--- config.mk ---
export PLATFORM = sky130hd
export DESIGN_NAME = cp_out_transmitter
export DESIGN_NICKNAME = d
export VERILOG_FILES = /design/src/rtl/cp_out_transmitter.sv
export SDC_FILE = /design/constraint.sdc
export NUM_CORES = 1
export LEC_CHECK = 0
export CELL_PAD_IN_SITES_DETAIL_PLACEMENT = 0
export CELL_PAD_IN_SITES_GLOBAL_PLACEMENT = 2
export CORE_UTILIZATION = 45
export CTS_BUF_LIST = sky130_fd_sc_hd__clkbuf_8
export CTS_CLUSTER_DIAMETER = 120
export DETAILED_ROUTE_END_ITERATION = 12
export GPL_TIMING_DRIVEN = 0
export PLACE_DENSITY_LB_ADDON = 0.12
export SETUP_SLACK_MARGIN = 0.15
export SLEW_MARGIN = 20
export SYNTH_ARGS = -nofsm -noshare
export SYNTH_HDL_FRONTEND = slang
export SYNTH_SLANG_ARGS = --single-unit
--- constraint.sdc ---
create_clock -name clk -period 3.6 [get_ports clk]
set_input_delay 0.72 -clock clk [delete_from_list [all_inputs] [get_ports clk]]
set_output_delay 0.72 -clock clk [all_outputs]
set_load 0.02 [all_outputs]
--- src/rtl/cp_out_transmitter.sv ---
// Control-plane-out transmitter: buffers internal requests in a small FIFO and
// presents them one at a time on a valid/ready bus with a sequence tag and an optional stall timeout.
module cp_out_transmitter #(
    parameter int ADDR_WIDTH = 37,
    parameter int DATA_WIDTH = 28,
    parameter int FIFO_DEPTH = 4,
    parameter int TIMEOUT    = 16
) (
    input  logic                  clk,
    input  logic                  rst,
    input  logic                  req_valid,
    output logic                  req_ready,
    input  logic [ADDR_WIDTH-1:0] req_addr,
    input  logic [DATA_WIDTH-1:0] req_data,
    output logic                  cp_out_valid,
    input  logic                  cp_out_ready,
    output logic [ADDR_WIDTH-1:0] cp_out_addr,
    output logic [DATA_WIDTH-1:0] cp_out_data,
    output logic [7:0]            cp_out_seq,
    output logic                  timeout_err
);

    localparam int PW = (FIFO_DEPTH > 1) ? $clog2(FIFO_DEPTH) : 1;
    localparam int TW = (TIMEOUT > 1) ? $clog2(TIMEOUT) : 1;
    localparam int EW = ADDR_WIDTH + DATA_WIDTH;
    localparam logic [PW:0]   DEPTH_C  = (PW + 1)'(FIFO_DEPTH);
    localparam logic [TW-1:0] TMO_LAST = TW'((TIMEOUT > 0) ? TIMEOUT - 1 : 0);

    typedef enum logic {IDLE, SEND} state_t;

    logic [EW-1:0] mem_q [FIFO_DEPTH];

    state_t                state_q, state_d;
    logic [PW-1:0]         wr_ptr_q, wr_ptr_d;
    logic [PW-1:0]         rd_ptr_q, rd_ptr_d;
    logic [PW:0]           count_q, count_d;
    logic                  req_ready_q, req_ready_d;
    logic [ADDR_WIDTH-1:0] addr_q, addr_d;
    logic [DATA_WIDTH-1:0] data_q, data_d;
    logic [7:0]            seq_q, seq_d;
    logic [TW-1:0]         tmo_q, tmo_d;
    logic                  timeout_err_q, timeout_err_d;

    logic push, pop, handshake, expire, release_out, fifo_empty;

    always_comb begin
        push        = req_valid & req_ready_q;
        fifo_empty  = (count_q == '0);
        handshake   = (state_q == SEND) & cp_out_ready;
        // Ready on the final stall cycle wins over the timeout.
        expire      = (TIMEOUT > 0) & (state_q == SEND) & ~cp_out_ready & (tmo_q == TMO_LAST);
        release_out = handshake | expire;
        pop         = ~fifo_empty & ((state_q == IDLE) | release_out);
    end

    always_comb begin
        state_d       = state_q;
        wr_ptr_d      = wr_ptr_q;
        rd_ptr_d      = rd_ptr_q;
        count_d       = count_q;
        addr_d        = addr_q;
        data_d        = data_q;
        seq_d         = seq_q;
        tmo_d         = tmo_q;
        timeout_err_d = expire;

        if (pop) begin
            {addr_d, data_d} = mem_q[rd_ptr_q];
            rd_ptr_d         = rd_ptr_q + PW'(1);
            state_d          = SEND;
            tmo_d            = '0;
        end else if (release_out) begin
            state_d = IDLE;
            tmo_d   = '0;
        end else if ((TIMEOUT > 0) && (state_q == SEND) && !cp_out_ready) begin
            tmo_d = tmo_q + TW'(1);
        end

        if (handshake) begin
            seq_d = seq_q + 8'd1;
        end

        if (push) begin
            wr_ptr_d = wr_ptr_q + PW'(1);
        end

        if (push && !pop) begin
            count_d = count_q + (PW + 1)'(1);
        end else if (!push && pop) begin
            count_d = count_q - (PW + 1)'(1);
        end

        req_ready_d = (count_d < DEPTH_C);
    end

    // Buffer storage carries no reset; occupancy and pointers define validity.
    always_ff @(posedge clk) begin
        if (push) begin
            mem_q[wr_ptr_q] <= {req_addr, req_data};
        end
    end

    always_ff @(posedge clk or posedge rst) begin
        if (rst) begin
            state_q       <= IDLE;
            wr_ptr_q      <= '0;
            rd_ptr_q      <= '0;
            count_q       <= '0;
            req_ready_q   <= 1'b0;
            addr_q        <= '0;
            data_q        <= '0;
            seq_q         <= '0;
            tmo_q         <= '0;
            timeout_err_q <= 1'b0;
        end else begin
            state_q       <= state_d;
            wr_ptr_q      <= wr_ptr_d;
            rd_ptr_q      <= rd_ptr_d;
            count_q       <= count_d;
            req_ready_q   <= req_ready_d;
            addr_q        <= addr_d;
            data_q        <= data_d;
            seq_q         <= seq_d;
            tmo_q         <= tmo_d;
            timeout_err_q <= timeout_err_d;
        end
    end

    assign req_ready    = req_ready_q;
    assign cp_out_valid = (state_q == SEND);
    assign cp_out_addr  = addr_q;
    assign cp_out_data  = data_q;
    assign cp_out_seq   = seq_q;
    assign timeout_err  = timeout_err_q;

endmodule

# Word-level counts from Yosys, hierarchy flattened
# Memories as Yosys holds them, arrays and structs flattened. A register that Yosys moved wholly into a read port is not among the register bits.
# Cells that the tools add are included.
[word_totals] ff_bits=22 ramBits=260 inputBits=69 output_inout_bits=76 wordCells=45 n_memories=1
[mem_list] memory="mem_q" words=4 width=65 rd=1 rd_clocked_by_memory_dff=1 wr=1 line="31" source="logic [EW-1:0] mem_q [FIFO_DEPTH];"
[op_classes] addsub=6 order_cmp=1 n_eq_ne=1 mux=9 bitwise_logic=10 n_reduce_logical=9
[ops] cell="4-bit 2-to-1 mux" n=3
[ops] cell="8-bit by 1-bit adder with 8-bit output (second input constant)" n=1
[ops] cell="3-bit 2-to-1 mux" n=2
[ops] cell="1-bit bitwise AND" n=5
[ops] cell="2-bit by 1-bit adder with 2-bit output (second input constant)" n=2
[ops] cell="4-bit by 1-bit adder with 4-bit output (second input constant)" n=1
[ops] cell="4-bit == test (second input constant)" n=1
[ops] cell="1-bit 2-to-1 mux" n=4
[ops] cell="3-bit by 1-bit adder with 3-bit output (second input constant)" n=1
[ops] cell="1-bit logical AND" n=3
[ops] cell="1-bit zero test" n=3
[ops] cell="3-bit zero test" n=1
[ops] cell="3-bit < comparator (second input constant)" n=1
[ops] cell="1-bit NOT" n=3
[ops] cell="3-bit nonzero test" n=1
[ops] cell="3-bit by 1-bit subtractor with 3-bit output (second input constant)" n=1
[ops] cell="1-bit OR" n=2
[ops] cell="2-bit nonzero test" n=1

# Depth between registers and ports, before layout
[depth] depth_word=10 ltp_mapped=11 mapped_depth_nobuf=9

# Least setup slack after synthesis
# No wires, ideal clock.
[synth_path] kind="input to register" start="input port req_valid" end="memory mem_q[2][0] in the netlist's numbering, enable pin" setup_time_ns=0.430 t_arrival_ns=2.301 required_time_ns=3.170 path_slack_ns=0.869 stages=1 n_path_buf=0 cell_sequence="and3_1"
[synth_via] elab_chain_cells=3
[synth_rtl] item="start, declared" line="11" source="input logic req_valid,"
[synth_rtl] item="1-bit bitwise AND" line="47" source="push = req_valid & req_ready_q;"
[synth_rtl] item="1-bit 2-to-1 mux" line="98" source="if (push) begin"
[synth_rtl] item="1-bit 2-to-1 mux (not written as such)" line="99" source="mem_q[wr_ptr_q] <= {req_addr, req_data};"
[synth_rtl] item="end, declared" line="31"
# Every way passes these cells.

==> out/metrics.cfg <==
[pwr]
power_density_nw_per_um2 = 855.7
seqPwrFrac_pct = 41.9
switching_share_pct = 30.00
switchingPower_mw = 4.155
internal_power_mw = 9.696
p_comb_share_pct = 34.1
p_total_mw = 13.85
ir_drop_mv = 0.3261
power_frac_clock_pct = 24.0
power.leakage_nw = 5.792

[place]
place.gp.congestion = 0.7483
place_ws_ns = 0.3227
placed_area_sq_um = 15040
place_inst = 1108
port_buffers = 144
dp_hpwl_um = 14820

[cts]
cts_buffer_depth = 3
cts_tree = done
post_cts_buffers = 0
clock-root-buffer = clkbuf_8
ctsResizeCount = 0
clk_latency_ns = 0.58
cts.reportedPaths.clkPinSlew_ns = 0.06
htree_levels = 2
clock-sinks = 347
cts_buffers = 57
cts_hold_buf = 0

[grt]
grt_pass1_wl_um = 38630
grt.total_usage_pct = 17.80
grt_overflow = 0
grt_pass1_vias = 6914
grt_max_degree = 58
antenna_found_initial = 1

[synth]
seq_area_frac_synth_pct = 76.92
netlist.area_leader.share_pct = 60.14
syn_avg_cell_area_sq_um = 22.34
syn_inst = 581
synth.area.top_cells = edfxtp_1 (60%), dfrtp_1 (17%), mux4_2 (11%), mux2_2 (4.3%), mux2_4 (2.0%)
syn-cell-area_sq_um = 12980
synth_commonest_cells = edfxtp_1 (260), dfrtp_1 (87), mux4_2 (65)
yosysTopAreaCell = edfxtp_1
syn_nets = 661
synth_most_common_cell = edfxtp_1
synth-edff-count = 260
ys.flop_type = edfxtp_1
yosys_warnings = 0
ys_seq_elements = 347
ys_async_sr_fraction_pct = 25.07
yosysUniqueCellTypes = 32

[min_path]
hold_path_class = reg -> reg

[sta]
holdWs_ns = 0.4952
worstMarginPinSlew_ns = 0.7823
tns_ns = 0
max_clock_freq_mhz = 374.6
fin_crit_ns = 2.670
rsz0062_at_grt = no
fin_crit_sh_pct = 74.16
setup_viol = 0
slew_viol_final = 0
skew_ns = 0.02505
hold_viol = 0
slew_headroom_pct = 47.85
final.setup.worst_slack_ns = 0.9302

[floorplanning]
die_area_sq_um = 29530
rows = 61
fp.dieW_um = 171.8
start_util_pct = 46.22
core_area_sq_um = 28090
die_h_um = 171.8
ioPinCount = 145

[critical_path]
cp-start-kind = input pin
worstPathMaxFanout = 10
cp-end-kind = register
required_ns = 4.04
worstSetupPathType = in -> reg
r2r_slack_ns = 1.07
arrival_ns = 3.11

[layout]
stdcell_area_sq_um = 16190
final_core_util_pct = 57.63
drive_gt1_share_pct = 28.64
diodes = 0
area_growth_pct = 24.69
fillers = 2162
stdcell_count = 1216
final_nets = 869

[route]
wl_um = 25090
wire_per_inst_um = 20.63
viasPerCell = 5.109
ant_nets = 0
num_vias = 6213
drc_errors = 0
drt_first_pass_iters = 4
drtIter0Drc = 335

[flow_run]
maxCapViolations = 0

[run_status]
outcome = completed

## cell type report
type                    count  area, sq um  share of cell area, %
flip-flops and latches    347         9985                  61.68
multi-input cells         204         2831                  17.49
repair buffers            149         1564                  9.662
clock buffers              67        922.1                  5.697
well taps                 378        473.0                  2.922
clock inverters            41        221.5                  1.368
plain buffers              21        151.4                 0.9353
inverters                   9        38.79                 0.2396
## placed cells by master, fill, tap and decap left out, drive strengths merged
master	count
edfxtp	260
clkdlybuf4s50	144
dfrtp	87
clkbuf	70
mux2	66
mux4	65
inv	33
buf	23
clkinv	13
ha	11
nand2	10
xnor2	10
nand3	7
and3	6
o21ai	4
nor2b	3
nand4	3
nor2	2
nand2b	2
a22oi	2
xor2	2
o31ai	2
clkinvlp	2
bufinv	2
and2b	1
a21oi	1
nor3b	1
mux2i	1
o21ba	1
a31oi	1
and4	1
a211oi	1
o22ai	1
## sequential cells by signal, summed over array words and instances, names as in the netlist, named ones only
signal	count
cp_out_valid	1
timeout_err	1
mem_q	260
cp_out_seq	8
req_ready	1
cp_out_addr	37
tmo_q	4
rd_ptr_q	2
cp_out_data	28
count_q	2
wr_ptr_q	2
## path summary, 6_finish.rpt
kind | from | endpoint | cells past startpoint
worst max-delay path | cp_out_ready | register | 10
worst min-delay path | cp_out_seq[7] | cp_out_seq[7] | 1
worst max register to register | count_q[0] | register | 11
worst min register to register | cp_out_seq[7] | cp_out_seq[7] | 1
max in group asynchronous | rst | cp_out_addr[31] | 3
min in group asynchronous | rst | cp_out_addr[3] | 2
## worst max-delay path: stages
cell and delay (ns):
clkdlybuf4s50_1 0.57, and2b_4 0.24, a21oi_2 0.33, buf_6 0.23
buf_6 0.21, inv_1 0.06, ha_1 0.25, nor2b_1 0.16
o31ai_1 0.21, o31ai_1 0.10
## cell families (layout without fill, tap and decap cells)
group,after synthesis,after routing,share of synthesized area (%)
xor gates and xnor gates,12,12,0.8096
muxes,132,132,17.57
DFF,347,347,76.92
buffers and inverters,30,287,1.427
adders and majority gates,11,11,1.060
and+or+nand+nor,36,36,1.533
AOI/OAI and AO/OA,13,13,0.6844
## layer usage
layer,GRT usage [%],routed length [um],up-vias
met5,0,13,-
met4,5.733,501,2
met3,4.901,1473,49
met2,30.56,12810,161
met1,21.82,10290,3226
li1,-,-,2775
## power by group through the flow
stage / logic, mW / clock network, mW / registers (mW)
global route: 5.08 / 3.62 / 5.91
finish: 4.72 / 3.32 / 5.80
floorplan: 2.55 / 0 / 6.33
detailed placement: 4.82 / 0 / 5.89
global placement: 4.66 / 0 / 5.91
CTS: 4.84 / 3.43 / 5.82
(Power assumes the default switching activity.)
